--- config.mk ---
export PLATFORM = sky130hd
export DESIGN_NAME = spi_controller
export DESIGN_NICKNAME = d
export VERILOG_FILES = /design/src/rtl/spi_controller.sv
export SDC_FILE = /design/constraint.sdc
export NUM_CORES = 1
export LEC_CHECK = 0
export BUFFER_PORTS_ARGS = -buffer_cell sky130_fd_sc_hd__buf_2
export CAP_MARGIN = 5
export CORE_MARGIN = 1
export CORE_UTILIZATION = 58
export CTS_CLUSTER_DIAMETER = 30
export DETAILED_ROUTE_END_ITERATION = 10
export MAX_ROUTING_LAYER = met4
export PLACE_DENSITY = 0.87
export SYNTH_ARGS = -nofsm -noshare
export SYNTH_HDL_FRONTEND = slang
export SYNTH_SLANG_ARGS = --single-unit
--- constraint.sdc ---
create_clock -name clk -period 6 [get_ports clk]
set_input_delay 1.8 -clock clk [delete_from_list [all_inputs] [get_ports clk]]
set_output_delay 1.8 -clock clk [all_outputs]
set_load 0.1 [all_outputs]
--- src/rtl/spi_controller.sv ---
// SPI mode-0 write controller: one 16-bit {write, addr[6:0], data[7:0]} frame per accepted command.
// Optional address rejection is enabled with `define SPI_CTRL_ADDR_CHECK_EN.
module spi_controller #(
   parameter int CLK_DIV = 4
) (
   input  logic       clk,
   input  logic       rst_n,
   input  logic       cmd_valid,
   output logic       cmd_ready,
   input  logic       cmd_write,
   input  logic [6:0] cmd_addr,
   input  logic [7:0] cmd_data,
   output logic       busy,
   output logic       done,
   output logic       cmd_err,
   output logic       sclk,
   output logic       cs_n,
   output logic       copi
);

   typedef enum logic [2:0] {IDLE, SETUP, SHIFT, GAP, ERR} state_t;

   localparam logic [7:0] DIV_LAST  = 8'(CLK_DIV - 1);
   localparam logic [4:0] HALF_LAST = 5'd31;

   state_t      state_r, state_s;
   logic [7:0]  div_r, div_s;
   logic [4:0]  half_r, half_s;
   logic [15:0] shreg_r, shreg_s;
   logic        cs_n_r, cs_n_s;
   logic        sclk_r, sclk_s;
   logic        ready_r, ready_s;
   logic        busy_r, busy_s;
   logic        done_r, done_s;
   logic        err_r, err_s;
   logic        div_end_s;
   logic        reject_s;

`ifdef SPI_CTRL_ADDR_CHECK_EN
   assign reject_s = (cmd_addr > 7'd4);
`else
   assign reject_s = 1'b0;
`endif

   assign div_end_s = (div_r == DIV_LAST);

   // Next-state, divider, shift and output-register logic
   always_comb begin
      state_s = state_r;
      div_s   = div_r + 8'd1;
      half_s  = half_r;
      shreg_s = shreg_r;
      cs_n_s  = cs_n_r;
      sclk_s  = sclk_r;
      ready_s = ready_r;
      busy_s  = busy_r;
      done_s  = 1'b0;
      err_s   = 1'b0;
      case (state_r)
         IDLE: begin
            div_s = 8'd0;
            if (cmd_valid && ready_r) begin
               ready_s = 1'b0;
               busy_s  = 1'b1;
               if (reject_s) begin
                  state_s = ERR;
                  err_s   = 1'b1;
               end else begin
                  state_s = SETUP;
                  shreg_s = {cmd_write, cmd_addr, cmd_data};
                  cs_n_s  = 1'b0;
               end
            end else begin
               state_s = IDLE;
            end
         end
         SETUP: begin
            if (div_end_s) begin
               state_s = SHIFT;
               div_s   = 8'd0;
               half_s  = 5'd0;
               sclk_s  = 1'b1;
            end else begin
               state_s = SETUP;
            end
         end
         SHIFT: begin
            // Even half-phases are sclk high; leaving one is a falling edge, so copi advances
            if (div_end_s) begin
               div_s = 8'd0;
               if (half_r == HALF_LAST) begin
                  state_s = GAP;
                  cs_n_s  = 1'b1;
                  done_s  = 1'b1;
               end else begin
                  half_s = half_r + 5'd1;
                  sclk_s = half_r[0];
                  if (!half_r[0]) begin
                     shreg_s = {shreg_r[14:0], 1'b0};
                  end else begin
                     shreg_s = shreg_r;
                  end
               end
            end else begin
               state_s = SHIFT;
            end
         end
         GAP: begin
            if (div_end_s) begin
               state_s = IDLE;
               div_s   = 8'd0;
               ready_s = 1'b1;
               busy_s  = 1'b0;
            end else begin
               state_s = GAP;
            end
         end
         ERR: begin
            state_s = IDLE;
            div_s   = 8'd0;
            ready_s = 1'b1;
            busy_s  = 1'b0;
         end
         default: begin
            state_s = IDLE;
            div_s   = 8'd0;
            half_s  = 5'd0;
            shreg_s = 16'd0;
            cs_n_s  = 1'b1;
            sclk_s  = 1'b0;
            ready_s = 1'b1;
            busy_s  = 1'b0;
         end
      endcase
   end

   // State and output registers with asynchronous reset
   always_ff @(posedge clk or negedge rst_n) begin
      if (!rst_n) begin
         state_r <= IDLE;
         div_r   <= 8'd0;
         half_r  <= 5'd0;
         shreg_r <= 16'd0;
         cs_n_r  <= 1'b1;
         sclk_r  <= 1'b0;
         ready_r <= 1'b1;
         busy_r  <= 1'b0;
         done_r  <= 1'b0;
         err_r   <= 1'b0;
      end else begin
         state_r <= state_s;
         div_r   <= div_s;
         half_r  <= half_s;
         shreg_r <= shreg_s;
         cs_n_r  <= cs_n_s;
         sclk_r  <= sclk_s;
         ready_r <= ready_s;
         busy_r  <= busy_s;
         done_r  <= done_s;
         err_r   <= err_s;
      end
   end

   // copi is the shift-register MSB; zeros shifted in make the post-frame value 0
   assign copi      = shreg_r[15];
   assign cs_n      = cs_n_r;
   assign sclk      = sclk_r;
   assign cmd_ready = ready_r;
   assign busy      = busy_r;
   assign done      = done_r;
   assign cmd_err   = err_r;

endmodule

=== After elaboration in Yosys (flattened, before gate mapping) ===
Cells that the tools add are included.

* $add $sub $neg: 2
* Equality and inequality tests: 14
* Muxes and demuxes: 32
* Bitwise logic cells: 3
* Reductions and logical operators: 10

{| class="wikitable"
|+ Operators with widths
! kind !! count
|-
| 16-bit 2-to-1 mux || 4
|-
| 16-bit case mux with 3 select lines || 1
|-
| 8-bit 2-to-1 mux || 2
|-
| 5-bit 2-to-1 mux || 3
|-
| 5-bit case mux with 3 select lines || 1
|-
| 2-bit != test, second input constant || 7
|-
| 1-bit 2-to-1 mux || 12
|-
| 1-bit case mux with 3 select lines || 4
|-
| 3-bit case mux with 4 select lines || 1
|-
| 3-bit OR reduction || 3
|-
| 8-bit by 1-bit adder with 8-bit output, second input constant || 1
|-
| 8-bit by 2-bit == test with 1-bit output, second input constant || 1
|-
| 4-bit AND reduction || 2
|-
| 3-bit by 2-bit == test with 1-bit output, second input constant || 2
|-
| 3-bit 2-to-1 mux || 2
|-
| 5-bit by 1-bit adder with 5-bit output, second input constant || 1
|-
| 5-bit == test, second input constant || 1
|-
| 5-bit AND reduction || 1
|-
| 2-bit 2-to-1 mux || 2
|-
| 3-bit by 1-bit == test with 1-bit output, second input constant || 1
|-
| 3-bit == test, second input constant || 1
|-
| 3-bit logical NOT || 1
|-
| 3-bit != test, second input constant || 1
|-
| 1-bit NOT || 3
|-
| 3 further kinds || 3
|}

* Bits in registers: 37
* Output and inout bits: 7

=== Longest topological paths before layout ===
* Depth in word-level cells: 4
* Gate-level depth with buffers: 7
* Mapped depth without buffers: 6

=== Least setup slack after synthesis ===
OpenSTA, ideal clock, no wires.

* Path type: input -> register
* Start point: input port cmd_valid
* End point: register shreg_r[15]
* Library setup time: 125 ps
* Arrival time: 2,700 ps
* Required time: 5,875 ps
* Setup slack: 3,175 ps
* Stages on the path: 5
* Cells stage by stage: nand2_1 a21oi_1 o21ai_4 buf_6 mux2_4

* Word-level cells in the longest chain between the ends: 3

{| class="wikitable"
|+ Ends and longest elaborated chain
! element !! RTL line !! source
|-
| start: declaration || 8 || <nowiki>input logic cmd_valid,</nowiki>
|-
| 1-bit logical AND || 62 || <nowiki>if (cmd_valid && ready_r) begin</nowiki>
|-
| 2-bit != test (no line) || n/a ||
|-
| 5-bit AND reduction (no line) || n/a ||
|-
| end signal: assignment || 154 || <nowiki>shreg_r <= shreg_s;</nowiki>
|-
| end: declaration || 29 || <nowiki>logic [15:0] shreg_r, shreg_s;</nowiki>
|}

No other way between the ends.
A chain may end at the register's enable or synchronous reset.

=== Worst setup path in the final report ===
* Start point: register ready_r (netlist: cmd_ready)
* End point: output port cmd_ready

{| class="wikitable"
|+ RTL lines
! element !! RTL line !! source
|-
| start: declaration || 32 || <nowiki>logic ready_r, ready_s;</nowiki>
|-
| start signal: assignment || 157 || <nowiki>ready_r <= ready_s;</nowiki>
|-
| end: declaration || 9 || <nowiki>output logic cmd_ready,</nowiki>
|}

No word-level cell between the ends.

==> reports/metrics.csv <==
stage;metric;value;unit
outcome;status;finished clean;
sta;setup_viol;0;
power;vdd_drop_max;196;µV
global_route;grt_use_met3;6.93;%
critical_path;critical_path.slowest_cell;dfstp_2;
critical_path;crit_fanout;4;
sta;fin_setup_tns;0;ns
clock_network;cts_resized;0;
critical_path;path_class;reg2out;
sta;hold_slack;0.471;ns
flow_run;maxCapViolations;0;
sta;drv_slew;0;
global_route;grt_pass1_vias;1436;
detailed_routing;dr.pass1.iters;4;
cells_and_area;syn_to_final_growth;11.8;%
sta;max_clock_freq;319;MHz
floorplanning;fp-row-count;20;
clock_network;cts-buffers-inserted;5;
detailed_routing;wl;4030;µm
cells_and_area;nNetsFinal;220;
cells_and_area;finalInstanceArea;2200;µm²
yosys;synth.net_count;196;
global_route;top_usage_layer;met2;
floorplanning;die_area;3630;µm²
clock_network;htree_levels;2;
sta;rsz0062_at_grt;false;
yosys;synthFlopType;dfrtp_1;
global_route;grt_util_met2;40.5;%
sta;max_slew_margin;43.0;%
cells_and_area;fillers;215;
critical_path;ff2ff_path_depth;5;
floorplanning;die_y;60.3;µm
cells_and_area;fin_cells;237;
yosys;seq_area_frac_synth;45.9;%
sta;finClkSkew;0.0169;ns
yosys;synthArstFlopShare;100;%
clock_network;post_cts.repair.setup_buffers;0;
critical_path;cp_slowest_stage_delay;0.56;ns
place;gp_congestion;0.762;
clock_network;cts_num_sinks;36;
place;place_area;2070;µm²
detailed_routing;num_vias;1425;
critical_path;crit_buf_inv;1;
floorplanning;io_pins;26;
min_path;hp-class;reg2reg;
sta;worstMarginPinSlew;0.855;ns
yosys;ys_warn_count;0;
place;dp_hpwl;2840;µm
critical_path;worst_ep_required_time;4.20;ns
critical_path;critPathCapture;cmd_ready;
cells_and_area;drive_gt1_share;34.2;%
critical_path;cp_top_family;flip-flops;
sta;period_needed;3.13;ns
sta;hold_violations;0;
critical_path;worstPathCellList;buf_2;
clock_network;clock_path_buffers;2;
yosys;ys_ff_latch;36;
detailed_routing;ant_nets;0;
clock_network;clockRootBuffer;clkbuf_4;
clock_network;clk_latency;0.36;ns
global_route;grtUsageTotal;25.6;%
power;p_leak;1.12;nW
global_route;grt_pass1_wl;6550;µm
sta;fin_crit_sh;52.2;%
floorplanning;fp.dieW;60.3;µm
yosys;synth_cells;168;
global_route;grt_max_degree;37;
clock_network;ctsHoldBuffers;0;
yosys;syn_avg_cell_area;11.7;µm²
global_route;overflow;0;
critical_path;critPathArrivalTime;1.33;ns
critical_path;crit_start;cmd_ready;
detailed_routing;vias_per_cell;6.01;
detailed_routing;wire_per_inst;17.0;µm
yosys;synth_area;1970;µm²
place;io_buffer_count;24;
detailed_routing;drtIter0Drc;106;
critical_path;r2r_slack;3.30;ns
global_route;grt_antenna_before_repair;0;
power;p_per_area;234;nW/µm²
critical_path;worstSetupStartpointType;flip-flop;
cells_and_area;antenna_cells;0;
critical_path;cp.depth;1;
floorplanning;core;3130;µm²
power;power;0.514;mW
floorplanning;start_util;62.9;%
detailed_routing;drc;0;
yosys;yosysUniqueCellTypes;42;
critical_path;r2r-start;state_r[0];
clock_network;clkTransAtPathRegs;0.11;ns
place;placed_cells;229;
clock_network;cts_tree;built;
critical_path;r2r_end;shreg_r[10];
critical_path;cp-end-kind;output pin;
yosys;synth_edf_count;0;
global_route;gr-usage-met1;30.3;%
-- final cells by class --
cell class	count	area [µm²]	area share, %
Sequential cell	36	903	41.0
Inverter	8	30.0	1.36
Multi-Input combinational cell	117	965	43.8
Timing Repair Buffer	24	120	5.46
Clock inverter	3	90.1	4.09
Clock buffer	5	37.5	1.71
Tap cell	44	55.1	2.50
-- cells in the mapped netlist (3+ instances only) --
master / number / area, µm²
a22o_1: 9 / 78.8
a22o_2: 7 / 70.1
and3_1: 4 / 25.0
dfrtp_1: 34 / 851
ha_1: 9 / 113
inv_1: 8 / 30.0
mux2_2: 7 / 78.8
mux2_4: 9 / 135
nand2_1: 9 / 33.8
nand3_1: 5 / 25.0
nor2_1: 11 / 41.3
nor3_1: 5 / 25.0
o21ai_0: 7 / 35.0
xnor2_1: 3 / 26.3
xor2_1: 3 / 26.3
-- routing by layer --
layer / share of wire (%) / vias to the layer above
li1: - / 661
met1: 43 / 692
met2: 49 / 59
met3: 5.3 / 13
met4: 3.1 / 0
met5: 0 / -
-- sequential cells by signal, summed over array words and instances (netlist names) --
register and count:
sclk 1, cmd_ready 1, shreg_r 16, busy 1, done 1, half_r 5, cs_n 1, div_r 8
state_r 2
-- per-stage QoR --
stage / util, % / worst slack (ns)
floorplan: - / 3.17
global placement: 66.3 / 3.09
detailed placement: 66.3 / 3.01
CTS: 70.4 / 2.86
global route: 70.4 / 2.82
finish: 70.4 / 2.87
-- where the power goes --
| part | total (mW) | switching, mW | internal (mW) |
|---|---|---|---|
| clock | 0.258 | 0.0862 | 0.172 |
| combinational | 0.0137 | 0.00949 | 0.00425 |
| sequential | 0.243 | 0 | 0.243 |
-- layout by cell type, fill, tap and decap left out, types with 2 or more instances in the layout --
cell | synthesis | routed
bufinv_16 | 0 | 3
a22o_2 | 7 | 7
or2_2 | 2 | 2
and3_1 | 4 | 4
ha_1 | 9 | 9
o21ai_0 | 7 | 7
dfstp_2 | 2 | 2
nand2_1 | 9 | 9
buf_2 | 1 | 24
inv_1 | 8 | 8
mux2i_1 | 2 | 2
nor3_1 | 5 | 5
xor2_1 | 3 | 3
nor3b_1 | 2 | 2
clkbuf_4 | 0 | 5
dfrtp_1 | 34 | 34
a21oi_1 | 2 | 2
o41ai_1 | 2 | 2
a22o_1 | 9 | 9
xnor2_1 | 3 | 3
mux2_2 | 7 | 7
a221oi_1 | 2 | 2
mux2_4 | 9 | 9
a31oi_1 | 2 | 2
nor2_1 | 11 | 11
nand3_1 | 5 | 5
-- kinds of logic (layout without fill, tap and decap cells) --
kind of cell | Yosys count | count (layout) | share of synthesized area, %
AND/OR/NAND/NOR | 46 | 46 | 12.8
other | 1 | 1 | 0.191
buffers and inverters | 15 | 40 | 5.09
adder cells (fa/ha/maj) | 9 | 9 | 5.72
AO/OA/AOI/OAI | 37 | 37 | 15.7
multiplexers | 18 | 18 | 11.9
flip-flops | 36 | 36 | 45.9
XOR/XNOR | 6 | 6 | 2.67
-- worst min-delay path by stage --
stage,from,end,slack [ns],cells after the start
floorplan,div_r[0],div_r[0],0.43,1
CTS,div_r[0],div_r[0],0.48,1
detailed placement,div_r[0],div_r[0],0.46,1
global route,div_r[0],div_r[0],0.48,1
global placement,div_r[0],div_r[0],0.44,1
finish,div_r[0],div_r[0],0.47,1
Note: power is estimated with default switching activity, not from simulation.
